<file path="config.mk">
export PLATFORM = sky130hd
export DESIGN_NAME = gcdlcm_param
export DESIGN_NICKNAME = d
export VERILOG_FILES = /design/src/rtl/gcdlcm_param.sv
export SDC_FILE = /design/constraint.sdc
export NUM_CORES = 2
export LEC_CHECK = 0
export ABC_AREA = 0
export CORE_MARGIN = 8
export CORE_UTILIZATION = 42
export CTS_CLUSTER_DIAMETER = 50
export DETAILED_ROUTE_END_ITERATION = 7
export GPL_ROUTABILITY_DRIVEN = 0
export RECOVER_POWER = 25
export SLEW_MARGIN = 30
export SYNTH_ARGS = -nofsm -noshare
export SYNTH_HDL_FRONTEND = slang
export SYNTH_SLANG_ARGS = --single-unit
export TNS_END_PERCENT = 100
</file>
<file path="constraint.sdc">
create_clock -name clk -period 9.95 [get_ports clk]
set_input_delay 0.995 -clock clk [delete_from_list [all_inputs] [get_ports clk]]
set_output_delay 0.995 -clock clk [all_outputs]
set_load 0.005 [all_outputs]
</file>
<file path="src/rtl/gcdlcm_param.sv">
// GCD (binary Stein) or LCM (GCD, then restoring divide and shift-add multiply) of two WIDTH-bit operands.
// Latency start->done: GCD <= 2*WIDTH+3, LCM <= 4*WIDTH+4, any zero operand exactly 2 cycles.
// No backpressure: start is taken only in IDLE; starts in other states are dropped.
//
// Ports:
//   clk, rst       rising-edge clock, synchronous active-high reset
//   start, mode    one-cycle request; mode 0 = GCD, 1 = LCM (captured with start)
//   ina, inb       WIDTH-bit operands (captured with start)
//   busy           high from the cycle after accept until done asserts
//   done           one-cycle completion pulse
//   result         2*WIDTH-bit result, held from done until the next accepted start
module gcdlcm_param #(
    parameter int WIDTH = 64
) (
    input  logic               clk,
    input  logic               rst,
    input  logic               start,
    input  logic               mode,
    input  logic [WIDTH-1:0]   ina,
    input  logic [WIDTH-1:0]   inb,
    output logic               busy,
    output logic               done,
    output logic [2*WIDTH-1:0] result
);

    // Counts 0..WIDTH-1 for the divide/multiply loops and the Stein shift k.
    localparam int CW = $clog2(WIDTH) + 1;

    typedef enum logic [2:0] {IDLE, GCD, ALIGN, DIV, MUL, FIN} state_t;

    state_t             state;
    logic [WIDTH-1:0]   orig_a;     // untouched copies of the operands
    logic [WIDTH-1:0]   orig_b;
    logic [WIDTH-1:0]   a;          // Stein working registers
    logic [WIDTH-1:0]   b;
    logic [WIDTH-1:0]   g;          // aligned GCD, divisor for the LCM path
    logic [WIDTH-1:0]   q;          // dividend/quotient, then multiplier
    logic [WIDTH-1:0]   rem;        // partial remainder, always < g
    logic [2*WIDTH-1:0] mcand;      // multiplicand shifted left each MUL cycle
    logic [CW-1:0]      k;
    logic [CW-1:0]      cnt;
    logic               mode_r;
    logic               zero_op;

    // Restoring-division step: shift in the next dividend bit, subtract g if it fits.
    logic [WIDTH:0]     rem_sh;
    logic [WIDTH-1:0]   rem_sub;
    logic               rem_ge;

    always_comb begin
        rem_sh  = {rem, q[WIDTH-1]};
        // The true difference is below g, so the low WIDTH bits are exact.
        rem_sub = rem_sh[WIDTH-1:0] - g;
        rem_ge  = (rem_sh >= {1'b0, g});
    end

    always_ff @(posedge clk) begin
        if (rst) begin
            state   <= IDLE;
            busy    <= 1'b0;
            done    <= 1'b0;
            result  <= '0;
            orig_a  <= '0;
            orig_b  <= '0;
            a       <= '0;
            b       <= '0;
            g       <= '0;
            q       <= '0;
            rem     <= '0;
            mcand   <= '0;
            k       <= '0;
            cnt     <= '0;
            mode_r  <= 1'b0;
            zero_op <= 1'b0;
        end else begin
            case (state)
                IDLE: begin
                    if (start) begin
                        orig_a  <= ina;
                        orig_b  <= inb;
                        a       <= ina;
                        b       <= inb;
                        mode_r  <= mode;
                        // Flagged here so a Stein result of A==0 is not confused with a zero operand.
                        zero_op <= (ina == '0) || (inb == '0);
                        k       <= '0;
                        busy    <= 1'b1;
                        state   <= GCD;
                    end
                end

                GCD: begin
                    if (zero_op) begin
                        // One operand is zero, so a|b is the other one (or zero).
                        result <= mode_r ? '0 : {{WIDTH{1'b0}}, a | b};
                        busy   <= 1'b0;
                        done   <= 1'b1;
                        state  <= FIN;
                    end else if (a == '0) begin
                        state <= ALIGN;
                    end else begin
                        case ({a[0], b[0]})
                            2'b00: begin
                                a <= a >> 1;
                                b <= b >> 1;
                                k <= k + CW'(1);
                            end
                            2'b01:   a <= a >> 1;
                            2'b10:   b <= b >> 1;
                            default: begin
                                // Both odd: the difference is even, halve it immediately.
                                if (a >= b) a <= (a - b) >> 1;
                                else        b <= (b - a) >> 1;
                            end
                        endcase
                    end
                end

                ALIGN: begin
                    g <= b << k;
                    if (!mode_r) begin
                        result <= {{WIDTH{1'b0}}, b << k};
                        busy   <= 1'b0;
                        done   <= 1'b1;
                        state  <= FIN;
                    end else begin
                        q     <= orig_a;
                        rem   <= '0;
                        cnt   <= '0;
                        state <= DIV;
                    end
                end

                DIV: begin
                    q   <= {q[WIDTH-2:0], rem_ge};
                    rem <= rem_ge ? rem_sub : rem_sh[WIDTH-1:0];
                    cnt <= cnt + CW'(1);
                    if (cnt == CW'(WIDTH - 1)) begin
                        cnt    <= '0;
                        // result doubles as the product accumulator.
                        result <= '0;
                        mcand  <= {{WIDTH{1'b0}}, orig_b};
                        state  <= MUL;
                    end
                end

                MUL: begin
                    if (q[0]) result <= result + mcand;
                    mcand <= mcand << 1;
                    q     <= q >> 1;
                    cnt   <= cnt + CW'(1);
                    if (cnt == CW'(WIDTH - 1)) begin
                        cnt   <= '0;
                        busy  <= 1'b0;
                        done  <= 1'b1;
                        state <= FIN;
                    end
                end

                FIN: begin
                    done  <= 1'b0;
                    state <= IDLE;
                end

                default: begin
                    busy  <= 1'b0;
                    done  <= 1'b0;
                    state <= IDLE;
                end
            endcase
        end
    end

endmodule
</file>
==> reports/summary.md <==
### Clocking
- 104 — Inserted Clock Buffers
- 0.06 ns — clock-pin slew reported for the worst setup and hold paths after clock tree synthesis
- 3 — CTS H-tree lvls
- 0.75 ns — clock latency on the worst-skew pair
- 725 — Clock Sinks
- done — clock tree from TritonCTS
- 3 — buffers from clock root to sink, at most
- 0 — post-cts hold buffer count
- 0 — post-CTS sizing
- clkbuf_16 — clock tree root buffer cell
- 0 — setup bufs post-CTS

### Synthesis
- 0.0542 mm² — combined area of all synthesized cells
- 29.2% — share of the synthesized area in compound gates (AO/OA/AOI/OAI)
- dfxtp_1 — Most used DFF post-synth
- compound AO/OA/AOI/OAI gates — main combinational cell family by area after synthesis
- dfxtp_1 — most area-hungry cell type in the Yosys netlist
- nand2_1 — library cell with the highest instance count after synthesis
- 26.8% — share of synthesized area occupied by flip-flops and latches
- 108 — count of unique library cells instantiated by Yosys
- nand2_1, nor2_1, a21oi_1 — most used standard cells in the synthesized netlist
- 0% — asr flop ratio synth
- dfxtp_1, ha_1, a21oi_1 — Synth area leaders
- 7941 — Post-Synthesis Net Count
- 725 — count of state elements after synthesis
- 9.01% — fraction of the mapped netlist area in adder cells
- 4.88% — XOR/XNOR Fraction of Synth Area
- 7421 — number of cells produced by synthesis
- 20.2% — synthesized-area fraction occupied by and/or/nand/nor cells
- 3.74% — fraction of synthesized area in multiplexers
- 26.8% — area share of the leading cell type in the synthesized netlist
- 7.31 µm² — post-synthesis average cell area
- 0 — synth warn
- 0 — number of enable flip-flop cells after synthesis

### Timing
- no — unrepaired setup endpoints after global routing
- 0.0495 ns — clock skew
- 0 ns — post-route setup TNS
- 0 — Hold Vio Cnt, Final
- 5.86 ns — Period minus WS final
- 178 — number of slew-limit violations in the final report
- -128% — max_slew headroom
- 3.42 ns — Least-Margin Pin Slew
- 0 — number of setup violations in the final report
- 0.171 GHz — maximum clock frequency
- 58.9% — period utilization
- 4.09 ns — setup slack of the critical path after layout

### Floorplanning
- 262 — count of pins on the block boundary
- 0.141 mm² — die area
- 375 µm — Vert. Die Dim
- 132 — number of standard-cell rows in the floorplan
- 0.129 mm² — Std-Cell Core Area
- 375 µm — overall die width
- 42.1% — initial core utilization

### Worst setup path
- 1.54 ns — highest cell delay on the worst timing path
- register — element type at the critical path start
- 2 — Buf/Inv on CP
- or2_2 -> nor2_1 -> nand2_1 -> nand2b_1 -> nand2_1 -> a21oi_4 -> buf_4 -> buf_4 -> nor2_1 -> a311oi_1 — cell-by-cell listing of the critical path
- 6.46 ns — Arrival @ worst endpoint
- reg -> reg — type of the worst setup path
- 66 — CP max FO
- register — element type at the critical path end
- nand2_1 — cell type of the slowest stage on the worst timing path
- simple AND/OR/NAND/NOR gates — kind of cell with the highest combined delay on the critical path
- 10.55 ns — required time at the endpoint of the critical path

### Outcome
- finished, violations left — result of the run
- max-capacitance violations, max-slew violations — violated checks

### Pwr
- 316 mW/mm² — power per unit of standard cell area
- 461 µV — maximum VDD drop
- 0.0236 µW — leakage power

### Detailed routing
- 0 — DR DRC count
- 6.19 — vias per std cell
- 0 — final antenna-violating net count
- 56400 — total via count after detailed routing
- 223 mm — routed wire length
- 24.5 µm — average wire per standard cell
- 8 — Pre-Repair DR Iteration Count
- 6791 — First DRT Iteration DRCs

### Global routing
- 172 — largest net degree at the start of global routing
- 331 mm — global-route wire length before repair
- 29.9% — GRT Overall Usage
- 7 — number of antenna violations at the first check in global routing
- 52400 — vias in the first global route
- 0 — GRT Residual Overflow

### Layout
- 13.3% — relative area change from synthesis to final layout
- 5.53% — ratio of cells with drive above 1 in the final layout
- 7857 — count of nets after finishing

### Hold path
- reg -> reg — worst hold path type

### Placed design
- 4.69 ns — Placement Setup Slack
- 261 — Port-buffer cells
- 172 mm — HPWL after detailed placement

### Run
- 3 — max-cap check violation count

registers in the layout, indices dropped and copies added, names as in the netlist:
| name | flops |
|---|---|
| rem | 64 |
| orig_a | 64 |
| orig_b | 64 |
| state | 3 |
| k | 7 |
| b | 64 |
| done | 1 |
| result | 128 |
| zero_op | 1 |
| mode_r | 1 |
| mcand | 128 |
| g | 64 |
| cnt | 7 |
| a | 64 |
| q | 64 |
| busy | 1 |
kinds of logic (layout without fill, tap and decap cells):
| group | count (synthesis) | after routing |
|---|---|---|
| compound gates | 2458 | 2458 |
| buf+inv | 853 | 859 |
| other cells | 0 | 4 |
| mux | 149 | 149 |
| flops | 725 | 725 |
| simple gates | 2546 | 2546 |
| fa+ha+maj | 388 | 388 |
| xor+xnor | 302 | 302 |
through the flow:
step,hold WS [ns],power [µW],instance area [µm²],instances,utilization [%]
global route,0.469,20500,61400,9102,47.7
floorplan,0.427,11900,54200,7421,-
finish,0.453,19400,61400,9106,47.7
detailed placement,0.446,15000,57500,8903,44.6
global placement,0.436,15000,57500,8902,44.6
CTS,0.455,19100,61300,9099,47.6
where the power goes:
part / internal [µW] / switching [µW] / total (µW)
clock: 2470 / 1570 / 4040
sequential: 3280 / 542 / 3820
combinational: 4220 / 7330 / 11600
total: 9980 / 9450 / 19400
cells in the final DEF, fill, tap and decap left out, types with 22 or more instances in the layout:
cell type        count
nand2_1           1042
nor2_1             870
a21oi_1            810
dfxtp_1            722
o21ai_0            436
ha_1               384
inv_1              329
a211oi_1           215
xnor2_1            213
a311oi_1           156
a22oi_1            144
clkdlybuf4s50_1    136
nor3_1             133
a21o_1             124
dlygate4sd3_1      124
o21bai_1           110
nand4_1            107
clkbuf_16          107
mux2i_1             97
nor4_1              91
xor2_1              89
nand3_1             85
buf_4               49
o31ai_1             48
nand2b_1            46
o21ai_1             44
mux4_2              42
nor2b_1             35
o211ai_1            34
o21a_1              33
a31oi_1             33
o22ai_1             26
o221ai_1            26
a21boi_0            24
and3_1              23
or3_1               22
a2111oi_0           22
routing by layer:
metal	global-route usage [%]	routed length (µm)	up-vias
met2	48.2	99700	2684
met5	0	13	-
met3	4.85	18400	588
met4	15.9	14200	2
li1	-	-	26500
met1	38.5	91000	26700
path summary, 6_finish.rpt:
check,start,to,slack (ns),cells after the start
setup / recovery,state[0],a[25],4.09,10
hold / removal,orig_a[49],orig_a[49],0.45,2
setup reg to reg,state[0],a[25],4.09,10
hold reg to reg,orig_a[49],orig_a[49],0.45,2
worst reg2reg max path, stage by stage (launching register included):
cell      delay, ns
dfxtp_1        0.42
or2_2          0.40
nor2_1         0.39
nand2_1        1.55
nand2b_1       0.83
nand2_1        0.18
a21oi_4        0.43
buf_4          0.56
buf_4          0.60
nor2_1         0.09
a311oi_1       0.28
final cells by class:
| class | count | area [µm²] |
|---|---|---|
| flip-flops and latches | 725 | 14500 |
| inverters | 343 | 1290 |
| clock inverters | 58 | 815 |
| clock buffers | 138 | 3000 |
| repair buffers | 320 | 3160 |
| diodes | 4 | 10.0 |
| fillers | 13000 | 67400 |
| multi-input cells | 5843 | 36500 |
| well taps | 1675 | 2100 |
No activity file was read; power rests on OpenSTA's default activity.
